$ cat config.mk
export PLATFORM = sky130hd
export DESIGN_NAME = cipher_pair_reader
export DESIGN_NICKNAME = d
export VERILOG_FILES = /design/src/rtl/cipher_pair_reader.sv
export SDC_FILE = /design/constraint.sdc
export NUM_CORES = 1
export LEC_CHECK = 0
export CELL_PAD_IN_SITES_DETAIL_PLACEMENT = 0
export CELL_PAD_IN_SITES_GLOBAL_PLACEMENT = 1
export CORE_MARGIN = 2
export CORE_UTILIZATION = 35
export CTS_CLUSTER_SIZE = 10
export DETAILED_ROUTE_END_ITERATION = 7
export PLACE_DENSITY = 0.87
export SYNTH_ARGS = -nofsm -noshare
export SYNTH_HDL_FRONTEND = slang
export SYNTH_SLANG_ARGS = --single-unit
$ cat constraint.sdc
create_clock -name clk -period 3.6 [get_ports clk]
set_input_delay 0.72 -clock clk [delete_from_list [all_inputs] [get_ports clk]]
set_output_delay 0.72 -clock clk [all_outputs]
set_load 0.05 [all_outputs]
$ cat src/rtl/cipher_pair_reader.sv
// Walks the encrypted-image ROM one byte pair at a time and presents each
// big-endian pair as a 16-bit ciphertext word on a valid/ready handshake.
module cipher_pair_reader #(
   parameter int ADDR_W    = 11,
   parameter int NUM_PAIRS = 1024
) (
   input  logic              clk,
   input  logic              rst,
   input  logic              start,
   output logic [ADDR_W-1:0] rom_addr,
   input  logic [7:0]        rom_data,
   output logic [15:0]       out_word,
   output logic              out_valid,
   input  logic              out_ready,
   output logic [ADDR_W-2:0] pair_idx,
   output logic              busy,
   output logic              done,
   output logic [2:0]        state_o
);

   localparam logic [2:0] S_IDLE     = 3'd0;
   localparam logic [2:0] S_FETCH_HI = 3'd1;
   localparam logic [2:0] S_LATCH_HI = 3'd2;
   localparam logic [2:0] S_LATCH_LO = 3'd3;
   localparam logic [2:0] S_PRESENT  = 3'd4;
   localparam logic [2:0] S_DONE     = 3'd5;

   localparam logic [ADDR_W-2:0] LAST_IDX = (ADDR_W-1)'(NUM_PAIRS - 1);

   logic [2:0]        state_q, state_d;
   logic [ADDR_W-2:0] idx_q, idx_d;
   logic [7:0]        hi_q, hi_d;
   logic [7:0]        lo_q, lo_d;

   // Handshake: out_valid is high only in PRESENT and stays high, with
   // out_word unchanged, until a rising edge sees out_valid && out_ready.
   always_comb begin
      state_d = state_q;
      idx_d   = idx_q;
      hi_d    = hi_q;
      lo_d    = lo_q;
      case (state_q)
         S_IDLE, S_DONE: begin
            if (start) begin
               state_d = S_FETCH_HI;
               idx_d   = '0;
            end
         end
         S_FETCH_HI: state_d = S_LATCH_HI;
         S_LATCH_HI: begin
            hi_d    = rom_data;
            state_d = S_LATCH_LO;
         end
         S_LATCH_LO: begin
            lo_d    = rom_data;
            state_d = S_PRESENT;
         end
         S_PRESENT: begin
            if (out_ready) begin
               if (idx_q == LAST_IDX) begin
                  state_d = S_DONE;
               end else begin
                  idx_d   = idx_q + 1'b1;
                  state_d = S_FETCH_HI;
               end
            end
         end
         default: state_d = S_IDLE;
      endcase
   end

   always_ff @(posedge clk or posedge rst) begin
      if (rst) begin
         state_q <= S_IDLE;
         idx_q   <= '0;
         hi_q    <= '0;
         lo_q    <= '0;
      end else begin
         state_q <= state_d;
         idx_q   <= idx_d;
         hi_q    <= hi_d;
         lo_q    <= lo_d;
      end
   end

   // Odd (low-byte) address is issued only in LATCH_HI, while the high byte returns.
   assign rom_addr  = {idx_q, (state_q == S_LATCH_HI)};
   assign out_word  = {hi_q, lo_q};
   assign out_valid = (state_q == S_PRESENT);
   assign busy      = (state_q != S_IDLE) && (state_q != S_DONE);
   assign done      = (state_q == S_DONE);
   assign pair_idx  = idx_q;
   assign state_o   = state_q;

endmodule

==> flow_results.org <==
** Floorplan
- Die boundary height :: about 69 um
- The floorplan step defined a die boundary enclosing about 4700 um^2.
- The initial utilization of the core area, before any placement, comes to between 30% and 40%.
- After floorplanning, the core was sized to cover around 4000 um^2.
- Measured along the x axis, the die boundary spans 68.5 um.
- Number of placed I/O pins :: between 50 and 60
- After floorplanning, the core was divided into 23 placement rows.

** Clocking
- Worst-skew pair later-pin latency :: approximately 0.29 ns
- TritonCTS clock tree :: built
- Clock transition at path regs :: around 0.07 ns
- CTS Buf Count :: 5
- Number of gates given a new drive strength after cts :: 0
- Largest buffer count on any clock path :: 2
- Setup bufs post-CTS :: 0
- CTS built an H-tree with a depth of 2.
- Hold buffer count at cts :: 0
- Clk sink count :: 29
- CTS placed an instance of clkbuf_8 at the clock tree root.

** Worst setup path
- The slowest stage of the critical path is the clkdlybuf4s50_1 cell.
- Worst flop-to-flop path endpoint :: pair_idx[1]
- Required time of the critical path :: ~2.9 ns
- Crit-path cells :: inv_1 -> nor3_4 -> clkdlybuf4s50_1
- The worst setup path is launched from a flip-flop.
- The worst register-to-register path has a depth of 4.
- Critical Setup Path Class :: flip-flop to output pin
- Data arrives at the worst endpoint at 2.26 ns.
- Crit Reg-Reg Startpoint :: state_o[0]
- In this design, the stage delay of the slowest critical-path cell is approximately 0.9 ns.
- In this run the register-to-register setup slack is approximately 1.7 ns.
- STA classifies the critical path endpoint as an output pin.
- Largest fanout on the critical path :: 9

** STA
- Final period util :: just over 80%
- Max-slew headroom :: 26.4%
- Final max-slew violation count :: 0
- The smallest clock period supported by the final layout is computed as a little under 3 ns.
- Setup repair after global routing left no endpoint under its margin.
- Final setup vio count :: 0
- The final number of hold-violating endpoints is 0.
- Highest achievable clock rate :: between 0.3 and 0.4 GHz
- Tightest Pin Transition :: 1.10 ns
- On the final layout, the worst clock skew is around 0.0084 ns.
- Setup TNS :: 0 ns

** Global routing
- Global-route wire length before repair :: ~5400 um
- The layer flagged by global routing as most heavily used is met2.
- Entering global routing, the biggest net connects 30 pins.
- Met1 usage in global routing :: around a fifth
- Initial antenna violation count :: 0
- Vias in the first global route :: 1182
- Across every metal layer, demand over resource in global routing totals approximately 16%.
- Global routing consumed, on the met3 layer, roughly 4.1% of the routing resources.
- For met2 alone, demand over resource in global routing was between 20% and 30%.
- After global routing the overflow that remains totals 0.

** Finish
- Share of post-route cells with drive strength above 1 :: approximately 16%
- Antenna cell count :: 0
- Fin util :: 51.4%
- Non-filler cells, final :: roughly 230
- Counting the fill cells in the layout gives between 300 and 400.
- The area growth from synthesis to layout is 41.2%.
- Number of nets in the layout :: 190
- Post-route design area :: a little over 2000 um^2

** Drt
- For this block, the initial DRC count from the detailed router was 33.
- The first detailed-routing pass took 4 iterations.
- After detailed routing, the number of vias per cell comes to 5.14.
- Number of vias after detailed routing :: 1173
- WL per Instance :: 15.0 um
- Wires add up to 3430 um.
- In this run the remaining antenna-violating nets after routing total 0.
- In the routed design, unresolved DRC markers number 0.

** Pwr
- Static power due to leakage :: about 0.83 nW
- Of the total power, registers draw between 20 and 30%.
- P per Cell Area :: between 900 and 1000 nW/um^2
- Per report_power, the combinational group accounts for 56.9% of the total.
- The clock network is responsible for ~14% of the overall power.
- The design draws 0.00187 W.
- Of the total power, the share spent switching nets is around 48%.
- Highest ir drop seen on vdd :: 0.387 mV
- Cell internal power was estimated by the tool at 0.000964 W.
- Switching power of the nets :: between 0.0009 and 0.001 W

** Synth
- The synthesized netlist occupies a cell area of 1460 um^2.
- Yosys printed 0 warnings.
- Net count after synthesis :: 142
- Async S/R FF share, synth :: 100%
- Cells after Synth :: between 100 and 150
- Of the synthesized area, sequential elements account for 49.8%.
- EDFF count, synth :: 0
- Synthesis inferred 29 register bits.
- For this run, the leading register cell type out of synthesis is dfrtp_1.
- Yosys mapped the design onto 35 distinct sky130hd cell types.
- Post-Synthesis Mean Instance Area :: roughly 11 um^2

** Min path
- For hold timing, the worst endpoint is lo_q[0].
- Counting instances, the worst hold path has a depth of 1.
- Min-delay src :: lo_q[0]
- Class of the most critical hold timing path :: flip-flop to flip-flop

** Placement
- Final Wtd Congestion :: 0.786
- Summed over all nets, the half-perimeter wirelength after detailed placement is about 2500 um.
- Post-DP Area :: between 1500 and 2000 um^2
- Total placed cells including tap cells :: 220
- IO buf count :: 54

** Flow run
- Max-cap violation count :: 0

** Outcome
- Status :: completed
==> routing by layer <==
| metal | vias up | wire [um] |
|---|---|---|
| met1 | 577 | 1510 |
| met5 | - | 0 |
| li1 | 563 | - |
| met2 | 28 | 1710 |
| met3 | 5 | 141 |
| met4 | 0 | 66 |
==> sequential cells by signal (all words and copies together), names as in the netlist <==
name and count:
hi_q 8, pair_idx 10, state_o 3, lo_q 8
==> worst max-delay path by stage <==
stage | cells after the start | start | to
detailed placement | 3 | state_o[1] | rom_addr[0]
floorplan | 3 | state_o[1] | rom_addr[0]
global placement | 2 | state_o[0] | rom_addr[0]
global route | 3 | state_o[1] | rom_addr[0]
finish | 3 | state_o[1] | rom_addr[0]
CTS | 3 | state_o[1] | rom_addr[0]
==> Yosys cell counts (3+ instances only) <==
| library cell | instances | share of area [%] |
|---|---|---|
| nor2_1 | 4 | 1.0 |
| a31oi_1 | 3 | 1.3 |
| inv_1 | 4 | 1.0 |
| nand3_1 | 6 | 2.1 |
| buf_4 | 11 | 5.7 |
| o21ai_0 | 3 | 1.0 |
| mux2_2 | 17 | 13 |
| nor3_1 | 5 | 1.7 |
| a221o_1 | 3 | 2.1 |
| nand2_1 | 9 | 2.3 |
| dfrtp_1 | 29 | 50 |
| and3_1 | 4 | 1.7 |
| buf_2 | 3 | 1.0 |
==> stage by stage <==
stage / worst slack (ns) / hold slack, ns
after floorplan: 1.32 / 0.792
after global placement: 1.00 / 0.490
after global routing: 0.501 / 0.524
after detailed placement: 0.943 / 0.495
after CTS: 0.618 / 0.510
final: 0.624 / 0.506
==> kinds of logic after synthesis <==
group	share of synthesized area, %
simple gates	15.7
flops	49.8
compound gates	10.8
buf+inv	7.73
mux	13.8
xor+xnor	1.20
fa+ha+maj	0.859
==> placed cells by master (no fill, tap or decap), types with 2 or more instances in the layout <==
cell type and n:
a211o_1 2, a21oi_1 2, a221o_1 3, a31oi_1 3, and2_1 2, and3_1 4
clkbuf_8 5, clkdlybuf4s50_1 54, clkinv_2 2, dfrtp_1 29, inv_1 4, mux2_2 17
nand2_1 9, nand3_1 6, nor2_1 4, nor3_1 5, nor3b_2 2, o21ai_0 3
or3_1 2, xnor2_1 2
==> area by class of cell <==
type	count	area (um^2)	share of cell area, %
Clock buffer	5	68.8	3.35
Multi-Input combinational cell	82	618	30.1
Timing Repair Buffer	55	548	26.7
Clock inverter	3	17.5	0.852
Inverter	4	15.0	0.730
Tap cell	50	62.6	3.04
Sequential cell	29	726	35.3
==> worst max-delay path: cells and delay by family (launching register included) <==
family	cells	cell delay [ns]
simple gates	1	0.39
buf+inv	2	1.07
flops	1	0.50
==> power groups by stage <==
stage,combinational (W),sequential (W),clock [W]
global route,0.00112,0.000560,0.000283
global placement,0.00107,0.000537,0
CTS,0.00107,0.000543,0.000271
finish,0.00106,0.000542,0.000264
floorplan,0.000389,0.000897,0
detailed placement,0.00107,0.000549,0
Power figures use the tool's default switching activity.
==> patch (config.mk and constraints unchanged) <==
Change the parameter `ADDR_W` from 11 to 10.
--- a/src/rtl/cipher_pair_reader.sv
+++ b/src/rtl/cipher_pair_reader.sv
@@ -3,3 +3,3 @@
 module cipher_pair_reader #(
-   parameter int ADDR_W    = 11,
+   parameter int ADDR_W    = 10,
    parameter int NUM_PAIRS = 1024
Interface: changed (resized pair_idx and rom_addr); port bits go from 55 to 53. No check against the original RTL was run, so the function may have changed too.
==> patch against the unedited design <==
Setup slack gained 0.0072 ns; power shrank 1.5%; sequential share of layout area grew 0.30 points; non-clock buffer count shrank 2; sequential cell count shrank 1; synthesized area shrank 2.7%; wire length shrank 12%; final area shrank 4.3%; synthesized cell count shrank 4.7%; largest cell class unchanged; highest routed layer unchanged.
==> patch: results (changes against the unedited design) <==
* Outcome: finished clean
* Measured slew at the worst slew-check pin at 1.041 ns (-0.06224 ns)
* First-pass GRT wire length at 4795 um (-11%)
* Synth warn at 0 (unchanged)
* Syn_nets at 137 (-3.5%)
* Worst-Skew Late Latency at 0.27 ns (-0.02 ns)
* Largest net degree at the start of global routing at 29 (-3.3%)
* WL/cell at 14.01 um (-6.7%)
* Leakage at 0.7918 nW (-4.7%)
* XOR/XNOR share of the synthesized area at 1.237% (+0.034 points)
* Synth Area in Adders at 1.767% (+0.91 points)
* Post-Place Worst Slack at 0.9043 ns (-0.03908 ns)
* I/O Buffers at 52 (-3.7%)
* Antenna violations before repair at 0 (unchanged)
* CTS HTree Levels at 1 (-1)
* Vias in the first global route at 1056 (-11%)
* Placed cell area at 1913 um^2 (-2.9%)
* Layout cells sized above 1 at 15.06% (-1.2 points)
* Flops & latches, synth at 28 (-3.4%)
* Initial DRC Count at 30 (-9.1%)
* PostCTS Resize Cnt at 0 (unchanged)
* Yosys cell types at 31 (-11%)
* Routability cong. at 0.7626 (-2.9%)
* Max Clock Skew at 0.003518 ns (-0.004922 ns)
* Worst vdd ir at 0.3788 mV (-2.2%)
* Fin nets at 181 (-4.7%)
* Via count at 1076 (-8.3%)
* Mux share of post-synthesis cell area at 14.13% (+0.30 points)
* Filler instances at 334 (-5.9%)
* Max FO, Critical Path at 9 (unchanged)
* GR Util All Layers at 13.99% (-1.7 points)
* Reg clk slew, reported paths at 0.09 ns (+0.02 ns)
* List of most frequent post-synthesis cells: 28 x dfrtp_1, 16 x mux2_2, 10 x buf_4, 10 x inv_1, 6 x o211ai_1
* Max reg flops at 9 (-1)
* Complex-gate fraction of the synthesized area at 10.34% (-0.49 points)
* CTS Buf Count at 3 (-2)
* Area contributors post-synth: dfrtp_1 49%, mux2_2 13%, buf_4 5.3%, o211ai_1 3.2%, inv_1 2.7%
* Sequential share of the synthesized area at 49.47% (-0.36 points)
* Final HPWL DP at 2227 um (-12%)
-- patch: changes by cell type after synthesis, sizes merged, moves of 3 or more --
cell | unedited run | this run
o211ai | 1 | 6
a221o | 3 | 0
nor3 | 6 | 2
inv | 4 | 10
nand4 | 1 | 4
nand2 | 9 | 4
-- patch: report_power, final --
part | internal (W) | switching, W
registers | 0.000431 | 0.000106
logic | 0.000409 | 0.000706
clock network | 0.0000978 | 0.0000933
-- patch: path summary, 6_finish.rpt --
path	startpoint	endpoint	slack, ns	cells past startpoint
max	state_o[1]$_DFFE_PP0P_	rom_addr[0]	0.63	3
min	hi_q[0]$_DFFE_PP0P_	hi_q[0]$_DFFE_PP0P_	0.51	1
max reg2reg	pair_idx[0]$_DFFE_PP0P_	pair_idx[1]$_DFFE_PP0P_	1.27	7
min reg2reg	hi_q[0]$_DFFE_PP0P_	hi_q[0]$_DFFE_PP0P_	0.51	1
max in group asynchronous	rst	hi_q[7]$_DFFE_PP0P_	1.98	2
min in group asynchronous	rst	pair_idx[0]$_DFFE_PP0P_	1.00	2
-- patch: worst reg2reg max path: stages, from the launching register on --
cell and delay [ns]:
dfrtp_1 0.46, ha_1 0.26, nand3_1 0.13, nor3_1 0.07
ha_1 0.19, or3b_4 0.40, a221oi_4 0.49, mux2i_1 0.24
-- patch: final cells by class --
class,instances,area [um^2],area share (%)
timing repair buffer,53,528.0,26.83
tap,50,62.56,3.179
multi-input combinational,71,584.3,29.69
sequential,28,700.7,35.60
inverter,10,37.54,1.907
clock buffer,4,55.05,2.797
-- patch: logic make-up (layout without fill, tap and decap cells) --
family / after synthesis / count (layout)
AOI/OAI and AO/OA: 19 / 19
xor gates and xnor gates: 2 / 2
adders and majority gates: 2 / 2
buffers and inverters: 24 / 67
DFF: 28 / 28
muxes: 18 / 18
and+or+nand+nor: 30 / 30
-- patch: metal layers --
layer  track usage [%]  up-vias  routed length [um]
li1                  -      518                   -
met1             15.48      515                1305
met2             26.96       41                1485
met3             3.000        2                 216
met4             3.061        0                  19
met5                 0        -                   0
-- patch: stage by stage --
step	total power (W)	cells
after floorplan	0.001329	123
after global placement	0.001644	212
after detailed placement	0.001671	212
after CTS	0.001864	216
after global routing	0.001945	216
final	0.001842	216
